<file path="config.mk">
export PLATFORM = sky130hd
export DESIGN_NAME = axilite_cfg_sequencer_flat
export DESIGN_NICKNAME = d
export VERILOG_FILES = /design/src/rtl/axilite_cfg_pkg.sv /design/src/rtl/axilite_cfg_sequencer_if.sv /design/src/rtl/axilite_wr_xact.sv /design/src/rtl/axilite_cfg_sequencer.sv /design/src/flat_wrapper.sv
export SDC_FILE = /design/constraint.sdc
export NUM_CORES = 1
export LEC_CHECK = 0
export CAP_MARGIN = 5
export CORE_MARGIN = 4
export CORE_UTILIZATION = 49
export CTS_CLUSTER_SIZE = 12
export DETAILED_ROUTE_END_ITERATION = 16
export GPL_TIMING_DRIVEN = 0
export PLACE_DENSITY = 0.79
export SLEW_MARGIN = 20
export SYNTH_ARGS = -nofsm -noshare
export SYNTH_HDL_FRONTEND = slang
export SYNTH_HIERARCHICAL = 1
export SYNTH_SLANG_ARGS = --single-unit
</file>
<file path="constraint.sdc">
create_clock -name ACLK -period 7.1 [get_ports ACLK]
set_clock_uncertainty 0.2 [all_clocks]
set_input_delay 1.065 -clock ACLK [delete_from_list [all_inputs] [get_ports ACLK]]
set_output_delay 1.065 -clock ACLK [all_outputs]
set_load 0.05 [all_outputs]
</file>
<file path="src/rtl/axilite_cfg_pkg.sv">
// rtl/axilite_cfg_pkg.sv - copy-engine register map, response codes and sequencer states
package axilite_cfg_pkg;

    localparam logic [31:0] REG_START   = 32'h0;
    localparam logic [31:0] REG_DONE    = 32'h4;
    localparam logic [31:0] REG_WR_BASE = 32'h8;
    localparam logic [31:0] REG_RD_BASE = 32'hC;

    localparam logic [1:0]  RESP_OKAY   = 2'b00;

    typedef enum logic [2:0] {
        ST_IDLE,
        ST_WR_REQ,
        ST_WR_RESP,
        ST_POLL_GAP,
        ST_RD_REQ,
        ST_RD_RESP,
        ST_FINISH
    } state_t;

    // Register targeted by each of the three configuration writes, in issue order.
    function automatic logic [31:0] cfg_reg_addr(input logic [1:0] idx);
        case (idx)
            2'd0:    return REG_RD_BASE;
            2'd1:    return REG_WR_BASE;
            default: return REG_START;
        endcase
    endfunction

endpackage

</file>
<file path="src/rtl/axilite_cfg_sequencer_if.sv">
// rtl/axilite_cfg_sequencer_if.sv - AXI-Lite bus between the sequencer and the copy engine
interface axilite_cfg_sequencer_if;

    logic        AWVALID;
    logic [31:0] AWADDR;
    logic [2:0]  AWPROT;
    logic        AWREADY;
    logic        WVALID;
    logic [31:0] WDATA;
    logic [3:0]  WSTRB;
    logic        WREADY;
    logic        BREADY;
    logic        BVALID;
    logic [1:0]  BRESP;
    logic        ARVALID;
    logic [31:0] ARADDR;
    logic [2:0]  ARPROT;
    logic        ARREADY;
    logic        RREADY;
    logic        RVALID;
    logic [31:0] RDATA;
    logic [1:0]  RRESP;

    modport master (
        output AWVALID, AWADDR, AWPROT, input AWREADY,
        output WVALID, WDATA, WSTRB, input WREADY,
        output BREADY, input BVALID, BRESP,
        output ARVALID, ARADDR, ARPROT, input ARREADY,
        output RREADY, input RVALID, RDATA, RRESP
    );

    modport slave (
        input AWVALID, AWADDR, AWPROT, output AWREADY,
        input WVALID, WDATA, WSTRB, output WREADY,
        input BREADY, output BVALID, BRESP,
        input ARVALID, ARADDR, ARPROT, output ARREADY,
        input RREADY, output RVALID, RDATA, RRESP
    );

endinterface

</file>
<file path="src/rtl/axilite_wr_xact.sv">
// rtl/axilite_wr_xact.sv - single-beat AXI-Lite write (AW + W, then B)
module axilite_wr_xact
    import axilite_cfg_pkg::*;
(
    input  logic        ACLK,
    input  logic        ARESET,
    input  logic        start,
    input  logic [31:0] addr,
    input  logic [31:0] data,
    output logic        awvalid,
    output logic [31:0] awaddr,
    input  logic        awready,
    output logic        wvalid,
    output logic [31:0] wdata,
    input  logic        wready,
    output logic        bready,
    input  logic        bvalid,
    input  logic [1:0]  bresp,
    output logic        accepted,
    output logic        done,
    output logic        err
);

    // Both request channels are finished once each is either already gone or handshaking now.
    assign accepted = (awvalid || wvalid) &&
                      (!awvalid || awready) &&
                      (!wvalid  || wready);
    assign done     = bready && bvalid;
    assign err      = done && (bresp != RESP_OKAY);

    // AW and W retire independently; B is only accepted once both have gone.
    always_ff @(posedge ACLK or posedge ARESET) begin
        if (ARESET) begin
            awvalid <= 1'b0;
            wvalid  <= 1'b0;
            awaddr  <= '0;
            wdata   <= '0;
            bready  <= 1'b0;
        end else begin
            if (start) begin
                awvalid <= 1'b1;
                wvalid  <= 1'b1;
                awaddr  <= addr;
                wdata   <= data;
            end else begin
                if (awvalid && awready) awvalid <= 1'b0;
                if (wvalid && wready)   wvalid  <= 1'b0;
            end
            if (accepted)
                bready <= 1'b1;
            else if (done)
                bready <= 1'b0;
        end
    end

endmodule

</file>
<file path="src/rtl/axilite_cfg_sequencer.sv">
// rtl/axilite_cfg_sequencer.sv - programs and polls the copy engine, one job at a time
module axilite_cfg_sequencer
    import axilite_cfg_pkg::*;
#(
    parameter int POLL_GAP      = 16,
    parameter int TIMEOUT_POLLS = 1024
) (
    input  logic        ACLK,
    input  logic        ARESET,
    input  logic        job_valid,
    output logic        job_ready,
    input  logic [31:0] job_rd_base,
    input  logic [31:0] job_wr_base,
    output logic        job_done,
    output logic        job_err,
    output logic        busy,
    axilite_cfg_sequencer_if.master axilite
);

    state_t      state_q, state_d;
    logic        ready_en;
    logic [31:0] wr_base_q;
    logic [1:0]  wr_idx;
    logic [31:0] gap_cnt;
    logic [31:0] poll_cnt;
    logic [31:0] poll_next;
    logic        timeout_hit;
    logic        err_q;

    logic        wr_start;
    logic [31:0] wr_addr;
    logic [31:0] wr_data;
    logic        wr_accepted;
    logic        wr_done;
    logic        wr_err;

    axilite_wr_xact u_wr_xact (
        .ACLK     (ACLK),
        .ARESET   (ARESET),
        .start    (wr_start),
        .addr     (wr_addr),
        .data     (wr_data),
        .awvalid  (axilite.AWVALID),
        .awaddr   (axilite.AWADDR),
        .awready  (axilite.AWREADY),
        .wvalid   (axilite.WVALID),
        .wdata    (axilite.WDATA),
        .wready   (axilite.WREADY),
        .bready   (axilite.BREADY),
        .bvalid   (axilite.BVALID),
        .bresp    (axilite.BRESP),
        .accepted (wr_accepted),
        .done     (wr_done),
        .err      (wr_err)
    );

    assign axilite.AWPROT  = 3'b000;
    assign axilite.ARPROT  = 3'b000;
    assign axilite.WSTRB   = 4'hF;
    assign axilite.ARVALID = (state_q == ST_RD_REQ);
    assign axilite.ARADDR  = (state_q == ST_RD_REQ) ? REG_DONE : '0;
    assign axilite.RREADY  = (state_q == ST_RD_RESP);

    // ready_en keeps job_ready low for the first cycle after reset release
    assign job_ready = ready_en && (state_q == ST_IDLE);
    assign busy      = (state_q != ST_IDLE);
    assign job_done  = (state_q == ST_FINISH);
    assign job_err   = job_done && err_q;

    assign poll_next   = (poll_cnt == 32'hFFFF_FFFF) ? poll_cnt : poll_cnt + 32'd1;
    assign timeout_hit = (TIMEOUT_POLLS != 0) && (poll_next == 32'(TIMEOUT_POLLS));

    // State register
    always_ff @(posedge ACLK or posedge ARESET) begin
        if (ARESET) state_q <= ST_IDLE;
        else        state_q <= state_d;
    end

    // Next state, and the address/data launched into the write engine on each write start
    always_comb begin
        state_d  = state_q;
        wr_start = 1'b0;
        wr_addr  = REG_RD_BASE;
        wr_data  = job_rd_base;
        case (state_q)
            ST_IDLE: begin
                if (job_valid && job_ready) begin
                    state_d  = ST_WR_REQ;
                    wr_start = 1'b1;
                end
            end
            ST_WR_REQ: begin
                if (wr_accepted) state_d = ST_WR_RESP;
            end
            ST_WR_RESP: begin
                if (wr_done) begin
                    if (wr_err) begin
                        state_d = ST_FINISH;
                    end else if (wr_idx == 2'd2) begin
                        state_d = ST_POLL_GAP;
                    end else begin
                        state_d  = ST_WR_REQ;
                        wr_start = 1'b1;
                        wr_addr  = cfg_reg_addr(wr_idx + 2'd1);
                        wr_data  = (wr_idx == 2'd0) ? wr_base_q : 32'd1;
                    end
                end
            end
            ST_POLL_GAP: begin
                if (gap_cnt >= 32'(POLL_GAP - 1)) state_d = ST_RD_REQ;
            end
            ST_RD_REQ: begin
                if (axilite.ARREADY) state_d = ST_RD_RESP;
            end
            ST_RD_RESP: begin
                if (axilite.RVALID) begin
                    if ((axilite.RRESP != RESP_OKAY) || axilite.RDATA[0] || timeout_hit)
                        state_d = ST_FINISH;
                    else
                        state_d = ST_POLL_GAP;
                end
            end
            ST_FINISH: state_d = ST_IDLE;
            default:   state_d = ST_IDLE;
        endcase
    end

    // Job context: latched bases, write index, poll gap/count and the error cause
    always_ff @(posedge ACLK or posedge ARESET) begin
        if (ARESET) begin
            ready_en  <= 1'b0;
            wr_base_q <= '0;
            wr_idx    <= '0;
            gap_cnt   <= '0;
            poll_cnt  <= '0;
            err_q     <= 1'b0;
        end else begin
            ready_en <= 1'b1;
            case (state_q)
                ST_IDLE: begin
                    if (job_valid && job_ready) begin
                        wr_base_q <= job_wr_base;
                        wr_idx    <= '0;
                        poll_cnt  <= '0;
                        err_q     <= 1'b0;
                    end
                end
                ST_WR_RESP: begin
                    gap_cnt <= '0;
                    if (wr_done) begin
                        if (wr_err) err_q  <= 1'b1;
                        else        wr_idx <= wr_idx + 2'd1;
                    end
                end
                ST_POLL_GAP: gap_cnt <= gap_cnt + 32'd1;
                ST_RD_RESP: begin
                    gap_cnt <= '0;
                    if (axilite.RVALID) begin
                        if (axilite.RRESP != RESP_OKAY) begin
                            err_q <= 1'b1;
                        end else if (!axilite.RDATA[0]) begin
                            poll_cnt <= poll_next;
                            if (timeout_hit) err_q <= 1'b1;
                        end
                    end
                end
                default: ;
            endcase
        end
    end

endmodule
</file>
<file path="src/flat_wrapper.sv">
// flat-port wrapper written by rule: the top's interface ports become plain ports
module axilite_cfg_sequencer_flat import axilite_cfg_pkg::*;
#(
    parameter int POLL_GAP      = 16,
    parameter int TIMEOUT_POLLS = 1024
)
  (ACLK, ARESET, job_valid, job_ready, job_rd_base, job_wr_base, job_done, job_err, busy, axilite_AWVALID, axilite_AWADDR, axilite_AWPROT, axilite_AWREADY, axilite_WVALID, axilite_WDATA, axilite_WSTRB, axilite_WREADY, axilite_BREADY, axilite_BVALID, axilite_BRESP, axilite_ARVALID, axilite_ARADDR, axilite_ARPROT, axilite_ARREADY, axilite_RREADY, axilite_RVALID, axilite_RDATA, axilite_RRESP);
  axilite_cfg_sequencer_if axilite_i ();
  input  logic ACLK;
  input  logic ARESET;
  input  logic job_valid;
  output logic job_ready;
  input  logic [31:0] job_rd_base;
  input  logic [31:0] job_wr_base;
  output logic job_done;
  output logic job_err;
  output logic busy;
  output wire logic [$bits(axilite_i.AWVALID)-1:0] axilite_AWVALID;
  output wire logic [$bits(axilite_i.AWADDR)-1:0] axilite_AWADDR;
  output wire logic [$bits(axilite_i.AWPROT)-1:0] axilite_AWPROT;
  input wire logic [$bits(axilite_i.AWREADY)-1:0] axilite_AWREADY;
  output wire logic [$bits(axilite_i.WVALID)-1:0] axilite_WVALID;
  output wire logic [$bits(axilite_i.WDATA)-1:0] axilite_WDATA;
  output wire logic [$bits(axilite_i.WSTRB)-1:0] axilite_WSTRB;
  input wire logic [$bits(axilite_i.WREADY)-1:0] axilite_WREADY;
  output wire logic [$bits(axilite_i.BREADY)-1:0] axilite_BREADY;
  input wire logic [$bits(axilite_i.BVALID)-1:0] axilite_BVALID;
  input wire logic [$bits(axilite_i.BRESP)-1:0] axilite_BRESP;
  output wire logic [$bits(axilite_i.ARVALID)-1:0] axilite_ARVALID;
  output wire logic [$bits(axilite_i.ARADDR)-1:0] axilite_ARADDR;
  output wire logic [$bits(axilite_i.ARPROT)-1:0] axilite_ARPROT;
  input wire logic [$bits(axilite_i.ARREADY)-1:0] axilite_ARREADY;
  output wire logic [$bits(axilite_i.RREADY)-1:0] axilite_RREADY;
  input wire logic [$bits(axilite_i.RVALID)-1:0] axilite_RVALID;
  input wire logic [$bits(axilite_i.RDATA)-1:0] axilite_RDATA;
  input wire logic [$bits(axilite_i.RRESP)-1:0] axilite_RRESP;
  assign axilite_AWVALID = axilite_i.AWVALID;
  assign axilite_AWADDR = axilite_i.AWADDR;
  assign axilite_AWPROT = axilite_i.AWPROT;
  assign axilite_i.AWREADY = axilite_AWREADY;
  assign axilite_WVALID = axilite_i.WVALID;
  assign axilite_WDATA = axilite_i.WDATA;
  assign axilite_WSTRB = axilite_i.WSTRB;
  assign axilite_i.WREADY = axilite_WREADY;
  assign axilite_BREADY = axilite_i.BREADY;
  assign axilite_i.BVALID = axilite_BVALID;
  assign axilite_i.BRESP = axilite_BRESP;
  assign axilite_ARVALID = axilite_i.ARVALID;
  assign axilite_ARADDR = axilite_i.ARADDR;
  assign axilite_ARPROT = axilite_i.ARPROT;
  assign axilite_i.ARREADY = axilite_ARREADY;
  assign axilite_RREADY = axilite_i.RREADY;
  assign axilite_i.RVALID = axilite_RVALID;
  assign axilite_i.RDATA = axilite_RDATA;
  assign axilite_i.RRESP = axilite_RRESP;
  axilite_cfg_sequencer #(.POLL_GAP(POLL_GAP), .TIMEOUT_POLLS(TIMEOUT_POLLS)) u_core (.ACLK(ACLK), .ARESET(ARESET), .job_valid(job_valid), .job_ready(job_ready), .job_rd_base(job_rd_base), .job_wr_base(job_wr_base), .job_done(job_done), .job_err(job_err), .busy(busy), .axilite(axilite_i));
endmodule
</file>
==> summary.md <==
| Metric | Value |
|---|---|
| Outcome | completed |
| Crit-path max FO | 10 |
| Reg2reg start | u_core/poll_cnt[0]$_DFFE_PP0P_ |
| Total number of vias | roughly 8100 |
| CP Launch Point | axilite_BVALID |
| Leakage power | about 5.5 nW |
| Rel. slew slack | 51.7% |
| Number of I/O port buffers | 150 |
| Post-synth top flop | dfrtp_1 |
| FMAX | roughly 250 MHz |
| Row cnt | 50 |
| Starting Density | 49.8% |
| DRC viols | 0 |
| Root Buffer | clkbuf_16 |
| Fillers | 1545 |
| Total Power | 4.47 mW |
| Cell count after synthesis | between 900 and 1000 |
| Worst Path Buf+Inv | 5 |
| Unrepaired setup endpoints after global routing | no |
| First-pass GRT wire length | slightly above 40 mm |
| Final setup fails | 0 |
| Vias per cell | between 5 and 6 |
| Cell taking the most area after synthesis | dfrtp_1 |
| Top cell type's share of synthesized area | between 40% and 50% |
| Initial antenna violation count | 1 |
| Worst hold slack | about 280 ps |
| Worst Path Required | between 7000 and 8000 ps |
| Warnings from Yosys | 6 |
| Worst Path Arrival | 4060 ps |
| FF+latch area | roughly 0.0043 mm2 |
| DRT Pass-1 Iters | 5 |
| Post-DP HPWL | around 18 mm |
| Antenna viol nets, final | 0 |
| Cts hold-fix bufs | 0 |
| Slew Viols, Final | 0 |
| Hold path start | u_core/wr_base_q[8]$_DFFE_PP0P_ |
| Peak supply drop | approximately 0.0002 V |
| Hold Vio Cnt, Final | 0 |
| Gr ovfl total | 0 |
| CTS tree | yes |
| Setup Fix Bufs, Post-CTS | 0 |
| First DRT Iteration DRCs | 705 |
| Most frequent cells in the layout | nand2_1 (222), dfrtp_1 (170), clkdlybuf4s50_1 (150), conb_1 (72), nand3_1 (65) |
| Setup TNS | 0 ps |
| PD cells | 374 mW/mm2 |
| Area grow syn2layout | 29.0% |
| CTS Buffer Depth | 2 |
| Largest stage delay on the critical path | approximately 430 ps |
| Post-CTS sizing | 0 |
| Async SR Flop Fraction | between 90% and 100% |
| Setup crit start kind | primary input |
| Crit-path leading delay family | buffers and inverters |
| Placer Congestion | 0.947 |
| Clock Sinks | 170 |
| Final WL | roughly 25 mm |
| Io pins | about 220 |
| Chip Width | ~150 um |
| Avg Cell Area, Syn | 9.35 um2 |
| CTS Buf Count | 17 |
| Core Region | around 0.019 mm2 |
| Period utilization | a little under three fifths |
| DR WL/cell | about 17 um |
| Vias in the first global route | about 7700 |
| Synth Cell Area | ~0.0093 mm2 |
| Latest clock arrival within the worst-skew pair | between 400 and 500 ps |
| Reg clk slew, reported paths | 70 ps |
| Fin nets | approximately 1300 |
| Largest net degree at the start of global routing | 61 |
| CP Cell Sequence | clkdlybuf4s50_1 -> and2_1 -> o21a_1 -> nor2b_1 -> nand3_1 -> or2_2 -> clkbuf_1 -> clkbuf_1 -> nand2_1 -> buf_6 -> buf_6 -> mux2_4 |
| Layout cell share with drive strength beyond 1 | about 15% |
| Synth top area cells | dfrtp_1 (46%), nand2_1 (9.0%), mux2_4 (6.3%) |
| Tot GR Track Use | 23.8% |
| Endpoint class of the critical path | register |
| Number of enable flip-flop cells after synthesis | 0 |
| Period minus WS final | 3950 ps |
| Register area share after synthesis | 45.8% |
| Most common cell after layout, fill and taps aside | nand2_1 |
| Number of synthesized register bits | 170 |
| Slew @ Worst Pin | about 710 ps |
| Die Footprint | between 0.02 and 0.025 mm2 |
| Min-delay worst type | register to register |
| H-tree depth | 4 |
| Setup CP Type | primary input to register |
| Die height | 146 um |
| Area of the multi-input gates | around 0.0046 mm2 |
| Yosys cell types | 63 |
| Max_cap viols | 0 |
| Slowest stage cell, crit path | clkdlybuf4s50_1 |
[registers in the layout, summed over array words and instances (netlist names)]
| register | cells |
|---|---|
| u_core/wr_idx | 2 |
| u_core/wr_base_q | 32 |
| u_core/u_wr_xact/wdata | 32 |
| u_core/u_wr_xact/bready | 1 |
| u_core/u_wr_xact/awaddr | 32 |
| u_core/ready_en | 1 |
| u_core/u_wr_xact/awvalid | 1 |
| u_core/state_q | 3 |
| u_core/gap_cnt | 32 |
| u_core/poll_cnt | 32 |
| u_core/u_wr_xact/wvalid | 1 |
| u_core/err_q | 1 |
[cells by family after synthesis]
kind of cell    Yosys count  share of synthesized area, %
flops                   170                          45.8
buf+inv                 110                          7.01
simple gates            472                          24.7
compound gates          125                          7.99
mux                      71                          10.1
xor+xnor                 37                          3.49
other cells               2                        0.0809
fa+ha+maj                 6                         0.809
[worst paths after layout]
check	to	slack [ps]	cells after the start
worst max-delay path	u_core/u_wr_xact/awaddr[7]$_DFFE_PP0P_	3150	12
worst min-delay path	u_core/wr_base_q[8]$_DFFE_PP0P_	280	2
worst max register to register	u_core/err_q$_DFFE_PP0P_	3160	10
worst min register to register	u_core/wr_base_q[8]$_DFFE_PP0P_	280	2
max in group asynchronous	u_core/wr_base_q[8]$_DFFE_PP0P_	5130	3
min in group asynchronous	u_core/u_wr_xact/awaddr[9]$_DFFE_PP0P_	830	2
[where the power goes]
part / internal (mW) / leakage [nW] / total [mW] / switching, mW
logic: 0.796 / 3.07 / 2.13 / 1.34
clock network: 0.463 / 0.267 / 0.888 / 0.425
registers: 1.27 / 2.17 / 1.45 / 0.183
[routing by layer]
layer	GRT usage (%)	vias up	share of wire (%)
li1	-	3815	-
met1	31.8	3946	43
met2	39.4	323	48
met3	4.58	44	6.8
met4	7.93	0	2.0
met5	0	-	0
[worst min-delay path, stage by stage (launching register included)]
cell and delay [ps]:
dfrtp_1 340, nand2_1 50, nand2_1 50
[cells in the mapped netlist, types with 16 or more instances]
library cell / number
buf_4: 45
clkbuf_1: 30
mux2_2: 26
xnor2_1: 20
dfrtp_1: 170
nand4_1: 24
o21ai_0: 57
mux2_4: 39
nand3_1: 65
and3_1: 16
xor2_1: 17
a21oi_1: 23
nor2_1: 57
nand2_1: 222
[layout make-up]
type,instances,share of cell area (%)
antenna,1,0.0209
buffer,96,5.00
clock buffer,18,3.58
clock inverter,14,1.16
inverter,14,0.502
multi-input combinational,783,38.8
sequential,170,35.5
tap,234,2.45
timing repair buffer,152,13.0
[stage by stage]
step | utilization [%] | instances | area [um2] | worst slack [ps]
after global placement | 60.8 | 1447 | 11300 | 1370
final | 64.2 | 1482 | 12000 | 3150
after CTS | 64.2 | 1481 | 12000 | 3220
after floorplan | - | 1063 | 9540 | 3130
after detailed placement | 61.2 | 1449 | 11400 | 2780
after global routing | 64.2 | 1482 | 12000 | 2910
Power figures use the tool's default switching activity.
